<file path="src/rtl/countdown_timer_ctrl.sv">
// Programmable down-counter sequencer with pause/resume, abort and auto-reload.
// Emits a registered one-cycle done pulse when the count reaches its terminal value.
module countdown_timer_ctrl #(
  parameter int WIDTH = 5
) (
  input  logic             clk,
  input  logic             rst,
  input  logic             start,
  input  logic             pause,
  input  logic             abort,
  input  logic             auto_reload,
  input  logic [WIDTH-1:0] load_val,
  output logic [WIDTH-1:0] count,
  output logic [1:0]       state,
  output logic             busy,
  output logic             done
);

  typedef enum logic [1:0] {
    IDLE  = 2'b00,
    RUN   = 2'b01,
    PAUSE = 2'b10,
    DONE  = 2'b11
  } state_t;

  state_t           state_q, state_nxt;
  logic [WIDTH-1:0] count_q, count_nxt;
  logic [WIDTH-1:0] reload_q, reload_nxt;
  logic             done_q, done_nxt;

  // Floors at zero so the counter can never wrap to all-ones.
  function automatic logic [WIDTH-1:0] dec_sat(input logic [WIDTH-1:0] v);
    if (v == '0) return '0;
    return v - WIDTH'(1);
  endfunction

  always_ff @(posedge clk or posedge rst) begin
    if (rst) begin
      state_q  <= IDLE;
      count_q  <= '0;
      reload_q <= '0;
      done_q   <= 1'b0;
    end else begin
      state_q  <= state_nxt;
      count_q  <= count_nxt;
      reload_q <= reload_nxt;
      done_q   <= done_nxt;
    end
  end

  always_comb begin
    state_nxt  = state_q;
    count_nxt  = count_q;
    reload_nxt = reload_q;
    done_nxt   = 1'b0;
    if (abort) begin
      state_nxt = IDLE;
      count_nxt = '0;
    end else begin
      unique case (state_q)
        IDLE, DONE: begin
          if (start && (load_val != '0)) begin
            count_nxt  = load_val;
            reload_nxt = load_val;
            state_nxt  = RUN;
          end
        end
        RUN: begin
          if (pause) begin
            state_nxt = PAUSE;
          end else if (count_q > WIDTH'(1)) begin
            count_nxt = dec_sat(count_q);
          end else if (count_q == WIDTH'(1)) begin
            done_nxt = 1'b1;
            if (auto_reload) begin
              count_nxt = reload_q;
            end else begin
              count_nxt = '0;
              state_nxt = DONE;
            end
          end else begin
            // Zero while running cannot arise from a legal load; park in DONE.
            count_nxt = '0;
            state_nxt = DONE;
          end
        end
        PAUSE: begin
          if (!pause) state_nxt = RUN;
        end
        default: state_nxt = IDLE;
      endcase
    end
  end

  assign count = count_q;
  assign state = state_q;
  assign busy  = (state_q == RUN) || (state_q == PAUSE);
  assign done  = done_q;

endmodule

</file>
<file path="config.mk">
export PLATFORM = sky130hd
export DESIGN_NAME = countdown_timer_ctrl
export DESIGN_NICKNAME = d
export VERILOG_FILES = /design/src/rtl/countdown_timer_ctrl.sv
export SDC_FILE = /design/constraint.sdc
export NUM_CORES = 1
export LEC_CHECK = 0
export ABC_AREA = 1
export BUFFER_PORTS_ARGS = -buffer_cell sky130_fd_sc_hd__buf_2
export CAP_MARGIN = 40
export CORE_ASPECT_RATIO = 0.8
export CORE_MARGIN = 3
export CORE_UTILIZATION = 30
export DETAILED_ROUTE_END_ITERATION = 16
export PLACE_DENSITY = 0.5
export REMOVE_ABC_BUFFERS = 1
export SLEW_MARGIN = 20
export SYNTH_ARGS = -nofsm -noshare
export SYNTH_HDL_FRONTEND = slang
export SYNTH_SLANG_ARGS = --single-unit
</file>
<file path="constraint.sdc">
create_clock -name clk -period 1.7 [get_ports clk]
set_clock_uncertainty 0.1 [all_clocks]
set_input_delay 0.425 -clock clk [delete_from_list [all_inputs] [get_ports clk]]
set_output_delay 0.425 -clock clk [all_outputs]
set_load 0.03 [all_outputs]
</file>
==> results of run 1 <==
[area by class of cell]
cell class	count	area [um^2]	share of cell area
clock buffer	3	41.3	0.0347
multi-input combinational	102	583	0.491
timing repair buffer	21	116	0.0979
inverter	18	67.6	0.0568
sequential	13	328	0.276
clock inverter	1	5.00	0.00421
tap	38	47.5	0.0400
[synth_stat cells, drive strengths merged, types with 2 or more instances]
cell type  count
a21oi          4
dfrtp         13
ha             5
inv           18
nand2         41
nand3         11
nand4          3
nor2          19
o21ai         14
o21bai         2
[state kept, by name (all words and copies together), names as in the netlist]
signal	cells
state	2
count	5
done	1
reload_q	5
[where the power goes]
group,internal (mW),switching [mW],leakage (nW),total (mW)
clock,0.162,0.113,0.0255,0.275
combinational,0.513,0.884,0.427,1.40
sequential,0.430,0.123,0.166,0.553
total,1.11,1.12,0.618,2.22
[kinds of logic (layout without fill, tap and decap cells)]
logic type                 Yosys count  in the layout  share of synthesized area
and+or+nand+nor                     76             76                      0.383
AOI/OAI and AO/OA                   20             20                      0.128
buffers and inverters               19             43                     0.0777
DFF                                 13             13                      0.337
adders and majority gates            5              5                     0.0648
xor gates and xnor gates             1              1                    0.00907
[how the worst max path moves through the flow]
| stage | from | to | cells past startpoint |
|---|---|---|---|
| after global routing | state[0] | count[4] | 7 |
| final | state[1] | busy | 3 |
| after floorplan | state[0] | state[0] | 8 |
| after CTS | state[1] | busy | 3 |
| after global placement | count[1] | state[1] | 11 |
| after detailed placement | count[1] | state[0] | 11 |
[through the flow]
step	power, mW	instances
final	2.22	196
after global routing	2.44	196
after CTS	2.23	196
after detailed placement	1.86	191
after global placement	1.84	191
after floorplan	1.53	133
[metal layers]
layer / GRT usage / routed length (um) / part of all wire / vias to the layer above
li1: - / - / - / 477
met1: 0.152 / 1090 / 0.49 / 410
met2: 0.208 / 1010 / 0.45 / 13
met3: 0.0537 / 106 / 0.047 / 5
met4: 0.0418 / 29 / 0.013 / 0
met5: 0 / 0 / 0 / -
[timing repair]
action                                  4_1_cts  5_1_grt
endpoints found under the setup margin        1        7
pin swaps                                     0        0
setup buffers                                 1        0
gates resized for setup                       4        5
[critical path: cells and delay by family, from the launching register on]
family	cells	cell delay, ps
fa+ha+maj	1	280
buf+inv	2	180
flops	1	430
==> flow_summary.yaml, run 1 <==
sta:
  fin_ws_ps: 34.4
  fin_hold_ws_ps: 93.1
  worst_slew_pin_slew_ps: 493
  fin_crit_ps: 1670
  setup_viol: 0
  rsz0062_at_grt: "no"
  max-slew-margin-rel: 0.671
  report.final.slew_viol_count: 0
  setup_tns_ps: 0
  max_freq_ghz: 0.600
  period_share: 0.980
  final_hold_viol_count: 0
layout:
  final_util: 0.408
  final_nets: 175
  fillers: 301
  areaGrowthSynthToFinish_pct: 23.1
  final_area_um2: 1190
  final_cell_mix: "nand2_1, buf_2, nor2_1"
  layout_commonest_cell: "nand2_1"
  num_antenna_cells: 0
  drive_above_1_share: 0.297
placed_design:
  dpl.hpwl_um: 1790
  io_buffers: 19
  place_congestion: 0.833
  place_area_um2: 1110
  place_worst_setup_slack_ps: 104
detailed_routing:
  ant_nets: 0
  wirelength_um: 2230
  wl_per_cell_um: 11.4
  first_pass_iters: 4
  vias: 905
  first_iter_violations: 22
  drcViolationCount: 0
  viasPerCell: 4.62
critical_path:
  critPathMaxFanout: 4
  critPathKind: "flop to output port"
  r2r-start: "state[0]"
  slowest_stage: "dfrtp_2"
  cp_cell_sequence: "ha_4 -> inv_2 -> buf_6"
  reg2reg_depth: 7
  r2r_slack_ps: 120
  arrival_ps: 1140
  regToRegEndpoint: "count[1]"
  cp.required_ps: 1170
  max_stage_delay_ps: 430
  crit_path_start_kind: "flop"
  end_kind: "output port"
global_routing:
  grt_pass1_wl_um: 3980
  grt_max_degree: 14
  grt-ovfl-total: 0
  grt_pass1_vias: 914
  antenna_found_initial: 0
  track_usage: 0.128
run_status:
  outcome: "complete, no violations"
clock_tree:
  cts_buffers: 3
  root_buffer: "clkbuf_8"
  path_clk_slew_ps: 60
  tritoncts: "built"
  cts_hold_buf: 0
  clkLatencyLatePin_ps: 250
  clock_sinks: 13
  h-tree-depth: 1
  cts_max_path_buffers: 2
synth:
  yosysSeqAreaShare: 0.337
  syn_area_um2: 966
  syn_inst: 134
  avgSynthCellArea_um2: 7.21
  yosys.area.top_type: "dfrtp_1"
  synth_cell_type_count: 24
  synth_ff_type: "dfrtp_1"
  yosys-top-cells-area: "dfrtp_1, nand2_1, inv_1, ha_1, nor2_1"
  synth_warnings: 0
  synth_edf_count: 0
  async_reset_ff_frac: 1.00
  synth_seq_cells: 13
  synth_top_area_frac: 0.337
power:
  vdd_ir_drop_max_v: 0.000654
  total_leakage_power_nw: 0.618
  p_per_area_nw_per_um2: 1870
floorplan:
  io_pins: 20
  dieHeight_um: 56.8
  die_w_um: 69.4
  die_area_um2: 3940
  start_util: 0.331
  num_rows: 17
  core_area_um2: 2910
flow_run:
  cap_violations: 0
hold_path:
  min_path_type: "primary input to asynchronous set/reset pin"
Power figures use the tool's default switching activity.
==> run 2, diff against run 1 <==
--- a/config.mk
+++ b/config.mk
@@ -12,6 +12,7 @@
 export CORE_MARGIN = 3
 export CORE_UTILIZATION = 30
 export DETAILED_ROUTE_END_ITERATION = 16
+export MAX_ROUTING_LAYER = met4
 export PLACE_DENSITY = 0.5
 export REMOVE_ABC_BUFFERS = 1
 export SLEW_MARGIN = 20
==> run 2 against run 1 <==
Effect of this change:
- first-iteration DRC count is the same
- clock power is essentially flat
- sequential cell count unchanged
- power is essentially flat
- cell area did not move
- core utilization unchanged
- global-route usage is 0.36 points higher
- worst setup slack did not move
- routed wire length unchanged
- count of clock-buffer cells in the layout unchanged
- final cell count unchanged
- critical path type unchanged
- largest power group unchanged
==> flow_summary.yaml, run 2 (same netlist as run 1, synthesis figures left out) <==
floorplan:
  die_w_um: 69.4
  die_area_um2: 3940
  start_util: 0.331
  num_rows: 17
  dieHeight_um: 56.8
  io_pins: 20
  core_area_um2: 2910
layout:
  fin_cells: 196
  drive_above_1_share: 0.297
  layout_commonest_cell: "nand2_1"
  final_cell_mix: "nand2_1, buf_2, nor2_1"
  final_area_um2: 1190
  areaGrowthSynthToFinish_pct: 23.1
  num_antenna_cells: 0
  final_nets: 175
detailed_routing:
  vias: 905
  route.met2.wl_um: 1010
  ant_nets: 0
  viasPerCell: 4.62
  drcViolationCount: 0
  met1Wirelength_um: 1100
  highest_layer: "met4"
  first_pass_iters: 4
  wl_met3_um: 100
  wirelength_um: 2230
  wl_per_cell_um: 11.4
  first_iter_violations: 22
global_routing:
  grt_max_degree: 14
  grt_pass1_wl_um: 3980
  grt_pass1_vias: 914
  antenna_found_initial: 0
  grt-ovfl-total: 0
  track_usage: 0.131
critical_path:
  critPathKind: "flop to output port"
  slowest_stage: "dfrtp_2"
  max_stage_delay_ps: 430
  cp_cell_sequence: "ha_4 -> inv_2 -> buf_6"
  arrival_ps: 1140
  critPathMaxFanout: 4
  end_kind: "output port"
  crit_path_start_kind: "flop"
  cp.required_ps: 1170
clock_tree:
  tritoncts: "built"
  h-tree-depth: 1
  cts_max_path_buffers: 2
  root_buffer: "clkbuf_8"
  cts_hold_buf: 0
  clock_sinks: 13
  path_clk_slew_ps: 60
  clkLatencyLatePin_ps: 250
  cts_buffers: 3
power:
  p_int_mw: 1.11
  clockPowerShare: 0.123
  total_leakage_power_nw: 0.618
  power_mw: 2.22
  p_seq_frac: 0.249
  switching_share: 0.503
  vdd_ir_drop_max_v: 0.000654
  comb_power_share: 0.628
  switchingPower_mw: 1.12
  p_per_area_nw_per_um2: 1870
sta:
  rsz0062_at_grt: "no"
  fin_ws_ps: 34.4
  report.final.slew_viol_count: 0
  setup_viol: 0
  worst_slew_pin_slew_ps: 493
  period_share: 0.980
  fin_crit_ps: 1670
  max_freq_ghz: 0.600
  max-slew-margin-rel: 0.671
  final_hold_viol_count: 0
placed_design:
  place_area_um2: 1110
  place_inst: 191
  place_congestion: 0.846
  io_buffers: 19
  place_worst_setup_slack_ps: 104
  dpl.hpwl_um: 1790
hold_path:
  min_path_type: "primary input to asynchronous set/reset pin"
run_status:
  outcome: "complete, no violations"
flow_run:
  cap_violations: 0
[run 2: cell counts in the layout (fill, tap and decap cells not counted)]
No cell type changed its count.
[run 2: area by class of cell]
cell class              count  area, um^2
clock buffers               3        41.3
clock inverters             1        5.00
fillers                   301        1730
inverters                  18        67.6
multi-input cells         102         583
flip-flops and latches     13         328
well taps                  38        47.5
repair buffers             21         116
[run 2: worst paths after layout]
path | startpoint | endpoint | slack (ps) | cells past startpoint
min in group clk | pause | done | 300 | 2
worst min-delay path | rst | reload_q[0] | 90 | 2
max in group asynchronous | rst | state[1] | 1040 | 2
worst min register to register | reload_q[3] | reload_q[3] | 390 | 2
worst max-delay path | state[1] | busy | 30 | 3
worst max register to register | state[0] | count[1] | 120 | 7
[run 2: repair_timing]
| action | in CTS | in global routing |
|---|---|---|
| cloned | 0 | 0 |
| setup endpoints to repair | 1 | 7 |
| setup buffers | 1 | 0 |
| endpoints found under the hold margin | 0 | 0 |
| resized for setup | 4 | 5 |
| pin swaps | 0 | 0 |
[run 2: layer usage]
layer	track usage	vias to the layer above
met4	0.0418	0
met3	0.0519	5
li1	-	477
met2	0.208	13
met1	0.153	410
met5	-	-
[run 2: power groups by stage]
stage	registers [mW]	clock network (mW)	logic, mW
floorplan	0.642	0	0.888
global placement	0.547	0	1.29
detailed placement	0.553	0	1.30
CTS	0.546	0.286	1.40
global route	0.571	0.301	1.57
finish	0.553	0.275	1.40
[run 2: per-stage QoR]
stage / util / hold WS, ps / TNS, ps
after floorplan: - / 202 / -792
after global placement: 0.380 / 378 / 0
after detailed placement: 0.380 / 382 / 0
after CTS: 0.405 / 121 / 0
after global routing: 0.408 / 129 / 0
final: 0.408 / 93.1 / 0
[run 2: worst max-delay path: cells and delay by family (launching register included)]
kind	cells	cell delay (ps)
flops	1	430
fa+ha+maj	1	280
buf+inv	2	180
